[config.mk]
export PLATFORM = sky130hd
export DESIGN_NAME = systolic_result_drain
export DESIGN_NICKNAME = d
export VERILOG_FILES = /design/src/rtl/systolic_pkg.sv /design/src/rtl/systolic_drain_snapshot.sv /design/src/rtl/systolic_result_drain.sv
export SDC_FILE = /design/constraint.sdc
export NUM_CORES = 1
export LEC_CHECK = 0
export CAP_MARGIN = 40
export CORE_ASPECT_RATIO = 2
export CORE_MARGIN = 3
export CORE_UTILIZATION = 50
export CTS_BUF_LIST = sky130_fd_sc_hd__clkbuf_16
export DETAILED_ROUTE_END_ITERATION = 10
export GPL_TIMING_DRIVEN = 0
export PLACE_DENSITY = 0.84
export RECOVER_POWER = 50
export SLEW_MARGIN = 20
export SYNTH_ARGS = -nofsm -noshare
export SYNTH_HDL_FRONTEND = slang
export SYNTH_HIERARCHICAL = 1
export SYNTH_SLANG_ARGS = --single-unit
[constraint.sdc]
create_clock -name clk -period 20.2 [get_ports clk]
set_input_delay 2.02 -clock clk [delete_from_list [all_inputs] [get_ports clk]]
set_output_delay 2.02 -clock clk [all_outputs]
set_load 0.005 [all_outputs]
[src/rtl/systolic_pkg.sv]
// Shared constants for the 3x3 FP32 systolic multiplier: array defaults,
// FP32 field positions and the result-drain state encoding.
package systolic_pkg;

  localparam int unsigned N_DEFAULT      = 3;
  localparam int unsigned DW_DEFAULT     = 32;
  localparam int unsigned SETTLE_DEFAULT = 12;

  // FP32 field layout
  localparam int unsigned SIGN_BIT = 31;
  localparam int unsigned EXP_MSB  = 30;
  localparam int unsigned EXP_LSB  = 23;
  localparam int unsigned EXP_W    = EXP_MSB - EXP_LSB + 1;
  localparam logic [7:0]  EXP_ALL1 = 8'hFF;

  // Result-drain state encoding
  localparam logic [1:0] DRAIN_IDLE   = 2'd0;
  localparam logic [1:0] DRAIN_SETTLE = 2'd1;
  localparam logic [1:0] DRAIN_STREAM = 2'd2;

  typedef enum logic [1:0] {
    StIdle   = DRAIN_IDLE,
    StSettle = DRAIN_SETTLE,
    StStream = DRAIN_STREAM
  } drain_state_e;

endpackage

[src/rtl/systolic_drain_snapshot.sv]
// NxN capture register file for the result drain. Loads the whole PE result
// vector in one edge and presents the word selected by idx_i.
// With DRAIN_EXC_FLAG_EN defined it also flags NaN/Inf (exponent all ones)
// on the selected word and on the vector being loaded.
module systolic_drain_snapshot
  import systolic_pkg::*;
#(
  parameter int unsigned N  = N_DEFAULT,
  parameter int unsigned DW = DW_DEFAULT,
  parameter int unsigned IW = 4
) (
  input  logic              clk,
  input  logic              reset,
  input  logic              load_i,
  input  logic [N*N*DW-1:0] res_flat_i,
  input  logic [IW-1:0]     idx_i,
  output logic [DW-1:0]     rd_data_o
`ifdef DRAIN_EXC_FLAG_EN
  ,
  output logic              rd_exc_o,
  output logic              load_exc_o
`endif
);

  logic [N*N-1:0][DW-1:0] snap_q;

  // Snapshot register: whole array captured on load, otherwise held.
  always_ff @(posedge clk or posedge reset) begin
    if (reset) begin
      snap_q <= '0;
    end else if (load_i) begin
      snap_q <= res_flat_i;
    end
  end

  assign rd_data_o = snap_q[idx_i];

`ifdef DRAIN_EXC_FLAG_EN
  assign rd_exc_o = (rd_data_o[EXP_MSB:EXP_LSB] == EXP_ALL1);

  // Any word in the incoming vector with an all-ones exponent.
  always_comb begin
    load_exc_o = 1'b0;
    for (int k = 0; k < N * N; k++) begin
      if (res_flat_i[k*DW+EXP_LSB +: EXP_W] == EXP_ALL1) begin
        load_exc_o = 1'b1;
      end
    end
  end
`endif

endmodule

[src/rtl/systolic_result_drain.sv]
// Reader end of the systolic multiplier: waits SETTLE_CYCLES edges after an
// accepted start, snapshots all NxN results and streams them row-major over
// valid/ready. The array is free for reuse as soon as the snapshot is taken.
// Optional feature macro: DRAIN_EXC_FLAG_EN adds out_exc / exc_any NaN/Inf flags.
module systolic_result_drain
  import systolic_pkg::*;
#(
  parameter int unsigned N             = N_DEFAULT,
  parameter int unsigned DW            = DW_DEFAULT,
  parameter int unsigned SETTLE_CYCLES = SETTLE_DEFAULT
) (
  input  logic              clk,
  input  logic              reset,
  input  logic              start,
  input  logic [N*N*DW-1:0] res_flat,
  output logic [DW-1:0]     out_data,
  output logic              out_valid,
  input  logic              out_ready,
  output logic              out_last,
  output logic [1:0]        out_row,
  output logic [1:0]        out_col,
  output logic              busy,
  output logic              done,
  output logic              start_drop
`ifdef DRAIN_EXC_FLAG_EN
  ,
  output logic              out_exc,
  output logic              exc_any
`endif
);

  localparam int unsigned WORDS = N * N;
  localparam int unsigned IW    = (WORDS > 1) ? $clog2(WORDS) : 1;
  localparam int unsigned CW    = (SETTLE_CYCLES > 1) ? $clog2(SETTLE_CYCLES) : 1;
  localparam logic [CW-1:0] CntLoad = CW'(SETTLE_CYCLES - 1);
  localparam logic [IW-1:0] IdxLast = IW'(WORDS - 1);

  if (SETTLE_CYCLES < 1) begin : g_bad_settle
    $error("systolic_result_drain: SETTLE_CYCLES must be >= 1");
  end

  drain_state_e  state_q, state_d;
  logic [CW-1:0] cnt_q, cnt_d;
  logic [IW-1:0] idx_q, idx_d;
  logic          done_q, done_d;
  logic          drop_q, drop_d;
  logic          snap_load;
  logic          hs;
  logic          at_last;
  logic [DW-1:0] rd_data;
  logic [IW-1:0] row_w;
  logic [IW-1:0] col_w;

`ifdef DRAIN_EXC_FLAG_EN
  logic          exc_any_q, exc_any_d;
  logic          rd_exc;
  logic          load_exc;
`endif

  systolic_drain_snapshot #(
    .N  (N),
    .DW (DW),
    .IW (IW)
  ) u_snapshot (
    .clk        (clk),
    .reset      (reset),
    .load_i     (snap_load),
    .res_flat_i (res_flat),
    .idx_i      (idx_q),
    .rd_data_o  (rd_data)
`ifdef DRAIN_EXC_FLAG_EN
    ,
    .rd_exc_o   (rd_exc),
    .load_exc_o (load_exc)
`endif
  );

  assign hs      = out_valid & out_ready;
  assign at_last = (idx_q == IdxLast);

  // Next-state: settle countdown, capture, stream index and pulse outputs.
  always_comb begin
    state_d   = state_q;
    cnt_d     = cnt_q;
    idx_d     = idx_q;
    done_d    = 1'b0;
    drop_d    = 1'b0;
    snap_load = 1'b0;
`ifdef DRAIN_EXC_FLAG_EN
    exc_any_d = exc_any_q;
`endif
    case (state_q)
      StIdle: begin
        if (start) begin
          state_d = StSettle;
          cnt_d   = CntLoad;
`ifdef DRAIN_EXC_FLAG_EN
          exc_any_d = 1'b0;
`endif
        end
      end
      StSettle: begin
        drop_d = start;
        if (cnt_q != '0) begin
          cnt_d = cnt_q - CW'(1);
        end else begin
          snap_load = 1'b1;
          idx_d     = '0;
          state_d   = StStream;
`ifdef DRAIN_EXC_FLAG_EN
          exc_any_d = exc_any_q | load_exc;
`endif
        end
      end
      StStream: begin
        if (hs && at_last) begin
          done_d = 1'b1;
          // A start coinciding with the final handshake is taken back-to-back.
          if (start) begin
            state_d = StSettle;
            cnt_d   = CntLoad;
`ifdef DRAIN_EXC_FLAG_EN
            exc_any_d = 1'b0;
`endif
          end else begin
            state_d = StIdle;
          end
        end else begin
          drop_d = start;
          if (hs) begin
            idx_d = idx_q + IW'(1);
          end
        end
      end
      default: state_d = StIdle;
    endcase
  end

  // State, counters and pulse registers; reset aborts any drain in progress.
  always_ff @(posedge clk or posedge reset) begin
    if (reset) begin
      state_q <= StIdle;
      cnt_q   <= '0;
      idx_q   <= '0;
      done_q  <= 1'b0;
      drop_q  <= 1'b0;
    end else begin
      state_q <= state_d;
      cnt_q   <= cnt_d;
      idx_q   <= idx_d;
      done_q  <= done_d;
      drop_q  <= drop_d;
    end
  end

`ifdef DRAIN_EXC_FLAG_EN
  // Sticky exception flag, cleared by the next accepted start.
  always_ff @(posedge clk or posedge reset) begin
    if (reset) begin
      exc_any_q <= 1'b0;
    end else begin
      exc_any_q <= exc_any_d;
    end
  end

  assign out_exc = out_valid & rd_exc;
  assign exc_any = exc_any_q;
`endif

  // Outputs come straight from flops (via the snapshot read mux) and are
  // forced to zero whenever no word is being offered.
  assign row_w      = idx_q / IW'(N);
  assign col_w      = idx_q % IW'(N);
  assign out_valid  = (state_q == StStream);
  assign out_data   = out_valid ? rd_data : '0;
  assign out_row    = out_valid ? 2'(row_w) : 2'b0;
  assign out_col    = out_valid ? 2'(col_w) : 2'b0;
  assign out_last   = out_valid & at_last;
  assign busy       = (state_q != StIdle);
  assign done       = done_q;
  assign start_drop = drop_q;

endmodule

# Yosys cells after proc, flatten, opt, wreduce, memory -nomap -nowiden
# Cells that the tools add are included.
# totals
register_bits	300
wordCells	63
inputBits	292
# op_classes
eq_ne	9
div	2
n_bitwise	2
mux	24
n_reduce_logical	9
order_cmp	1
n_addsub	2
# op_table
cell	count
32-bit binary-select mux with 4-bit select	1
32-bit 2-to-1 mux	2
4-bit 2-to-1 mux	6
4-bit one-hot mux with 3 select lines	1
2-bit 2-to-1 mux	5
2-bit != test, second input constant	4
4-bit one-hot mux with 2 select lines	1
1-bit 2-to-1 mux	6
2-bit one-hot mux with 3 select lines	1
3-bit AND reduction	2
4-bit by 5-bit < comparator with 1-bit output, second input constant	1
4-bit by 1-bit adder with 4-bit output, second input constant	1
4-bit by 2-bit divider with 4-bit output, second input constant	1
4-bit equality test, second input constant	1
4-bit by 2-bit modulo with 4-bit output, second input constant	1
2-bit by 1-bit != test with 1-bit output, second input constant	2
4-bit AND reduction	1
2-bit nonzero test	2
4-bit nonzero test	1
4-bit by 1-bit subtractor with 4-bit output, second input constant	1
3-bit nonzero test	1
1-bit AND	2
2-bit by 1-bit equality test with 1-bit output, second input constant	1
2-bit equality test, second input constant	1
3 further kinds	3

# Depth between registers and ports, before layout
# Gate-level depths: netlist of the first run.
# depth
word_depth	5
depth_mapped	10

# By module
# The synthesis of the first run kept the hierarchy.
# by_module_without_submodules
mod	area_per_inst_um2	cells_each	n_inst	seq_area_each_um2
systolic_drain_snapshot	13032.5	868	1	7206.9
systolic_result_drain	1223.7	140	1	300.3

# Worst setup path before layout of the first run
# Ideal clock, no wire load.
# synth_timing
path_kind	register -> output
start	register idx_q[2]
end	output out_col[0]
path_buffers	1
slack_ns	16.058
arrival_time_ns	2.122
path_stages_with_launch	11
required_ns	18.180
path_cell_list	dfrtp_1 buf_2 nor2b_1 ha_1 inv_1 ha_1 nor2b_1 a221oi_1 ha_1 a31oi_1 mux2_2
# synth_via
elab_chain_len	2
# synth_rtl
item	line	source
from (decl)	systolic_result_drain.sv:44	logic [IW-1:0] idx_q, idx_d;
from (signal assigned)	systolic_result_drain.sv:150	idx_q <= idx_d;
4-bit by 2-bit modulo with 4-bit output	systolic_result_drain.sv:173	assign col_w = idx_q % IW'(N);
2-bit 2-to-1 mux	systolic_result_drain.sv:177	assign out_col = out_valid ? 2'(col_w) : 2'b0;
to (decl)	systolic_result_drain.sv:21	output logic [1:0] out_col,
# Every way passes these cells.

==> run metrics, run 1 <==
xor/xnor share of the synthesized area 0; transition time of the tightest slew-check pin 4.12 ns; placed inst area 18,100 um2; number of standard-cell rows in the floorplan 86; Hold/Removal Path Class flip-flop to flip-flop; cell count after synthesis 1,008; clk sink count 300; total of endpoints with negative setup slack in the final report 0; cell with the biggest individual delay on the critical path clkbuf_1; final setup slack of the worst path 12.62 ns; final design area excluding fillers 19,000 um2; clock latency on the worst-skew pair 0.55 ns; placeable core region 27,900 um2; Pwr Density 81.8 nW/um2; netlist area before placement 14,300 um2; data arrival time of the worst path 7.28 ns; worst slew margin relative to its limit -1.74; Placer Congestion 0.910; area share of fa/ha/maj cells after synthesis 0.0123; launching element type of the critical path input pin; 1st-iter DRT viols 528; post-route antenna net violation count 0; Critical Path End Type asynchronous set/reset pin; Post-Synthesis Net Count 1,314; required time reported for the critical path endpoint 19.89 ns; worst-case clock buffer depth 3; Post-CTS Resized 0; Max VDD drop 0.0000639 V; via count of the first global-routing pass 11,400; most common flop cell mapped by yosys dfrtp_1; Worst Path Max Fanout 76; result of the run complete, but fails checks; mean number of vias per cell 5.70; Yosys Warn Count 6; FILL cells 1,995; crit-path cells dlygate4sd3_1, clkinvlp_2, clkbuf_1; clock slew at the register clock pins of the worst setup and hold paths 0.07 ns; peak clock frequency supported by timing 132 MHz; #FFs+latches synth 300; mean instance size in the synthesized netlist 14.1 um2; Period Utilization, post-route 0.375; CTS tree yes; total number of nets in the final design 1,679; area taken by multi-input logic gates 6250 um2; cell at the root of the clock tree clkbuf_16; slowest cell delay on critical path 2.99 ns; average routed wire per standard cell 25.7 um; Synth Area in Compound Gates 0.0423; Routed Wire Length 45.4 mm; full die area 30,700 um2; Total Negative Setup Slacks 0 ns; height of the die 245 um; Pins Over Slew Limit 142; largest net degree at the start of global routing 81; post-synthesis mux area share 0.334; number of CTS-inserted buffers 28; Post-CTS Hold Buffers 0; number of optimization iterations in the first detailed-route pass 5; antenna violations before repair 19; total congestion overflow after global routing 0; number of enable-type register cells in the synthesized netlist 0; failing checks capacitance limit, slew limit; simple-gate share of the synthesized area 0.0502; async set or reset register ratio after synthesis 1.00; Global Route Usage Sum 0.291; via count 10,100; static leakage 8.93 nW; floorplan die width 125 um; post-CTS repair timing setup buffer count 0; number of port buffers 332; core occupancy in the finished layout 0.683; Synth cell types 48; number of top-level pins 333; setup repair after global routing missed its margin false; clock period minus worst slack 7.58 ns; number of remaining DRC errors 0; max_cap viols 2; initial standard-cell utilization of the core 0.512; final worst hold slack 0.484 ns; Setup WS pre-CTS 15.16 ns; worst clock skew 0.00836 ns; Worst Setup Path Type input pin to asynchronous set/reset pin; post-synthesis sequential area ratio 0.527; combinational family with the most area after synthesis multiplexers; number of hold-slack violations in the final timing report 0; wire length of the first global-routing pass 67.5 mm; Area growth syn-to-layout 33.6%; H-tree level count 1; layout cells sized above 1 0.267; total area of sequential cells 7510 um2; DPL Wire Length 35.0 mm
## layer usage
| metal | GRT usage | share of wire | vias up |
|---|---|---|---|
| met2 | 0.531 | 0.54 | 373 |
| met4 | 0.184 | 0.065 | 0 |
| met5 | 0 | 0 | - |
| met3 | 0.0440 | 0.048 | 136 |
| met1 | 0.311 | 0.34 | 5142 |
| li1 | - | - | 4412 |
## final timing paths
kind                                        start                     end  slack, ns  cells after the start
min reg2reg                u_snapshot/snap_q[225]  u_snapshot/snap_q[225]       0.48                      1
min in group asynchronous                   reset                idx_q[1]       2.03                      2
max in group clk                         idx_q[1]            out_data[23]      14.50                      7
min                        u_snapshot/snap_q[225]  u_snapshot/snap_q[225]       0.48                      1
max                                         reset  u_snapshot/snap_q[127]      12.62                      3
max reg2reg                            state_q[1]  u_snapshot/snap_q[280]      16.84                      7
## worst max-delay path: cells and delay by family
family,cells,cell delay (ns)
buf+inv,3,5.18
## kinds of logic after synthesis
logic type,Yosys count
muxes,391
DFF,300
and+or+nand+nor,138
buffers and inverters,83
AOI/OAI and AO/OA,82
adders and majority gates,14
## cells in the final DEF (no fill, tap or decap), drive strengths merged, types with 19 or more instances in the layout
| master | n |
|---|---|
| clkbuf | 76 |
| buf | 27 |
| nand2 | 39 |
| diode | 19 |
| clkdlybuf4s50 | 330 |
| dfrtp | 300 |
| nor2 | 36 |
| mux2 | 357 |
| o31ai | 34 |
| o22ai | 32 |
| mux4 | 32 |
| and2 | 36 |
## cell usage after synthesis (2+ instances only)
cell type  count  share of area
o31ai_1       34          0.018
nand3_1        3         0.0011
mux2_2       260           0.21
nand2b_1       2        0.00088
buf_1          4         0.0011
dfrtp_1      300           0.53
a31oi_1        2        0.00088
and2_1        36          0.016
o21ai_0        2        0.00070
buf_2         28         0.0098
nand4b_1       2         0.0012
nand3b_1       2         0.0011
mux2i_1        2         0.0014
o22ai_1       32          0.014
a21oi_1        2        0.00070
mux4_2        32          0.051
nor2b_1        5         0.0022
nand2_1       39          0.010
buf_4         13         0.0068
buf_6          8         0.0063
clkbuf_1      15         0.0039
nand4_1        2        0.00088
buf_8          2         0.0021
nor2_1        36         0.0095
inv_1         12         0.0032
ha_1          14          0.012
mux2_1        97          0.077
and2b_2        2         0.0012
## through the flow
stage               total power [mW]  instances
CTS                             1.57       1747
global route                    1.62       1766
global placement               0.993       1692
floorplan                      0.855       1008
finish                          1.56       1766
detailed placement              1.00       1695
## power breakdown
| group | switching (mW) | internal [mW] |
|---|---|---|
| Clock | 0.236 | 0.327 |
| Sequential | 0.0274 | 0.642 |
| Combinational | 0.157 | 0.168 |
| Total | 0.421 | 1.14 |
## cell type report
class	count	share of cell area
sequential	300	0.394
multi-input combinational	625	0.328
timing repair buffer	335	0.178
clock buffer	29	0.0381
tap	352	0.0231
buffer	71	0.0200
clock inverter	23	0.0136
antenna	19	0.00250
inverter	12	0.00243
## sequential cells by signal (all words and copies together) (netlist names)
signal,count
idx_q,4
u_snapshot/snap_q,288
cnt_q,4
state_q,2
start_drop,1
done,1
Power figures use the tool's default switching activity.
==> run 2: changes to the inputs <==
CORE_UTILIZATION = 46   (was 50)
PLACE_DENSITY = 0.81   (was 0.84)
clock period = 6.87 ns   (was 20.2 ns; I/O delays follow)
==> run 2 against run 1 <==
Net effect:
- the run still ends with capacitance limit, slew limit left
- sequential power grew to 2.9 times the previous value
- via count shrank 1.4%
- clock power grew to 2.6 times the previous value
- critical path type unchanged
==> run metrics, run 2 (same netlist as run 1, synthesis figures left out) <==
Hold/Removal Path Class flip-flop to flip-flop (unchanged); Crit Reg-Reg Endpoint cnt_q[3] (was u_snapshot/snap_q[280]); length in cells of the worst reg-to-reg path 6 (was 7); Routed Wire Length 45.6 mm (was 45.4 mm); average routed wire per standard cell 25.6 um (was 25.7 um); clock slew at the register clock pins of the worst setup and hold paths 0.07 ns (about the same); failing checks capacitance limit, slew limit (unchanged); max FFs per register 288 (unchanged); Pins Over Slew Limit 204 (was 142); number of CTS-inserted buffers 27 (was 28); Period Utilization, post-route 0.627; post-route antenna net violation count 0 (unchanged); register with the most flip-flops u_snapshot/snap_q (unchanged); Post-CTS Resized 0 (unchanged); clock period minus worst slack 4.31 ns; number of port buffers 332 (unchanged); setup repair after global routing missed its margin false (unchanged); H-tree level count 1 (unchanged); number of hold-slack violations in the final timing report 0 (unchanged); floorplan die width 130 um (was 125 um); highest-count cells in the layout ignoring fill and taps clkdlybuf4s50_1, dfrtp_1, mux2_2, mux2_1, nand2_1 (was clkdlybuf4s50_1, dfrtp_1, mux2_2, mux2_1, clkbuf_1); Final Non-Filler Cells 1,785 (was 1,766); wire length of the first global-routing pass 66.1 mm (was 67.5 mm); number of remaining DRC errors 0 (unchanged); max_cap viols 7 (was 2); worst slew margin relative to its limit -0.284 (was -1.74); layout cells sized above 1 0.278 (was 0.267); number of top-level pins 333 (unchanged); 1st-iter DRT viols 527 (was 528); mean number of vias per cell 5.56 (was 5.70); register-to-register setup slack 3.92 ns (was 16.84 ns); number of standard-cell rows in the floorplan 90 (was 86); worst hold path cell count 1 (unchanged); Final Power 4.40 mW (was 1.56 mW); data arrival time of the worst path 4.69 ns (was 7.28 ns); placed inst area 18,300 um2 (was 18,100 um2); Critical Path Start reset (unchanged); static leakage 8.98 nW (was 8.93 nW); Pwr Density 232 nW/um2 (was 81.8 nW/um2); Max VDD drop 0.000191 V (was 0.0000639 V); post-CTS repair timing setup buffer count 0 (unchanged); total number of nets in the final design 1,685 (was 1,679); Post-CTS Hold Buffers 0 (unchanged); via count 9,921 (was 10,100); final worst hold slack 0.485 ns (was 0.484 ns); top flop regs u_snapshot/snap_q: 288 flops, cnt_q: 4 flops, idx_q: 4 flops (unchanged); CTS tree yes (unchanged); transition time of the tightest slew-check pin 1.93 ns (was 4.12 ns); total of endpoints with negative setup slack in the final report 0 (unchanged); count of placed standard cells including taps 1,718 (was 1,695); clock latency on the worst-skew pair 0.54 ns (was 0.55 ns); Total Negative Setup Slacks 0 ns (unchanged); result of the run complete, but fails checks (unchanged); launching element type of the critical path input pin (unchanged); Global Route Usage Sum 0.271 (was 0.291); initial standard-cell utilization of the core 0.469 (was 0.512); via count of the first global-routing pass 11,100 (was 11,400); largest net degree at the start of global routing 35 (was 81); total congestion overflow after global routing 0 (unchanged); height of the die 255 um (was 245 um); full die area 33,300 um2 (was 30,700 um2); clk sink count 300 (unchanged); Critical Path End Type asynchronous set/reset pin (unchanged); Placer Congestion 0.871 (was 0.910); cell at the root of the clock tree clkbuf_16 (unchanged); core occupancy in the finished layout 0.624 (was 0.683); most frequent standard cell in the layout excluding fill and tap cells clkdlybuf4s50_1 (unchanged); final design area excluding fillers 19,000 um2 (about the same); DPL Wire Length 36.0 mm (was 35.0 mm); Worst Path Max Fanout 29 (was 76); required time reported for the critical path endpoint 7.25 ns (was 19.89 ns); FILL cells 2,359 (was 1,995); Area growth syn-to-layout 33.1% (was 33.6%); antenna violations before repair 14 (was 19); worst clock skew 0.0101 ns (was 0.00836 ns); final setup slack of the worst path 2.56 ns (was 12.62 ns); launching point of the worst reg2reg path idx_q[0] (was state_q[1]); placeable core region 30,400 um2 (was 27,900 um2); WHS Endpoint u_snapshot/snap_q[232] (was u_snapshot/snap_q[225]); worst min-delay path startpoint u_snapshot/snap_q[232] (was u_snapshot/snap_q[225]); worst-case clock buffer depth 3 (unchanged); number of optimization iterations in the first detailed-route pass 6 (was 5); peak clock frequency supported by timing 232 MHz; Setup WS pre-CTS 3.34 ns (was 15.16 ns); Worst Setup Path Type input pin to asynchronous set/reset pin (unchanged)
run 2: cell types whose count changed in the layout (fill, tap and decap cells not counted), sizes merged:
cell | before | now
buf | 27 | 56
clkbuf | 76 | 52
bufinv | 5 | 3
clkinv | 12 | 10
clkdlybuf4s50 | 330 | 329
clkinvlp | 4 | 5
dlygate4sd3 | 2 | 3
inv | 14 | 15
run 2: per-layer routing:
layer,part of all wire,global-route usage,vias up
li1,-,-,4408
met1,0.35,0.287,5053
met2,0.55,0.493,348
met3,0.049,0.0466,112
met4,0.052,0.160,0
met5,0,0,-
run 2: critical path, stage by stage:
cell	delay [ns]
dlygate4sd3_1	0.59
clkinvlp_2	0.22
clkbuf_1	1.13
clkbuf_1	0.86
clkbuf_1	1.19
run 2: worst max path at each step:
stage	end	slack (ns)	cells after the start
CTS	out_data[4]	2.75	7
detailed placement	out_data[4]	3.34	7
global route	u_snapshot/snap_q[83]	1.91	5
finish	u_snapshot/snap_q[83]	2.56	5
floorplan	u_snapshot/snap_q[0]	2.36	1
global placement	u_snapshot/snap_q[89]	0.40	2
run 2: area by class of cell:
| cell class | count | area, um2 | share of cell area |
|---|---|---|---|
| multi-input cells | 625 | 6230 | 0.328 |
| plain buffers | 71 | 448 | 0.0236 |
| diodes | 19 | 47.5 | 0.00251 |
| clock inverters | 21 | 178 | 0.00937 |
| well taps | 368 | 460 | 0.0243 |
| inverters | 12 | 46.3 | 0.00244 |
| clock buffers | 27 | 676 | 0.0356 |
| repair buffers | 342 | 3380 | 0.178 |
| flip-flops and latches | 300 | 7510 | 0.396 |
run 2: report_power, final:
part	internal [mW]	switching [mW]
clock	0.826	0.668
combinational	0.485	0.456
sequential	1.89	0.0780
total	3.20	1.20
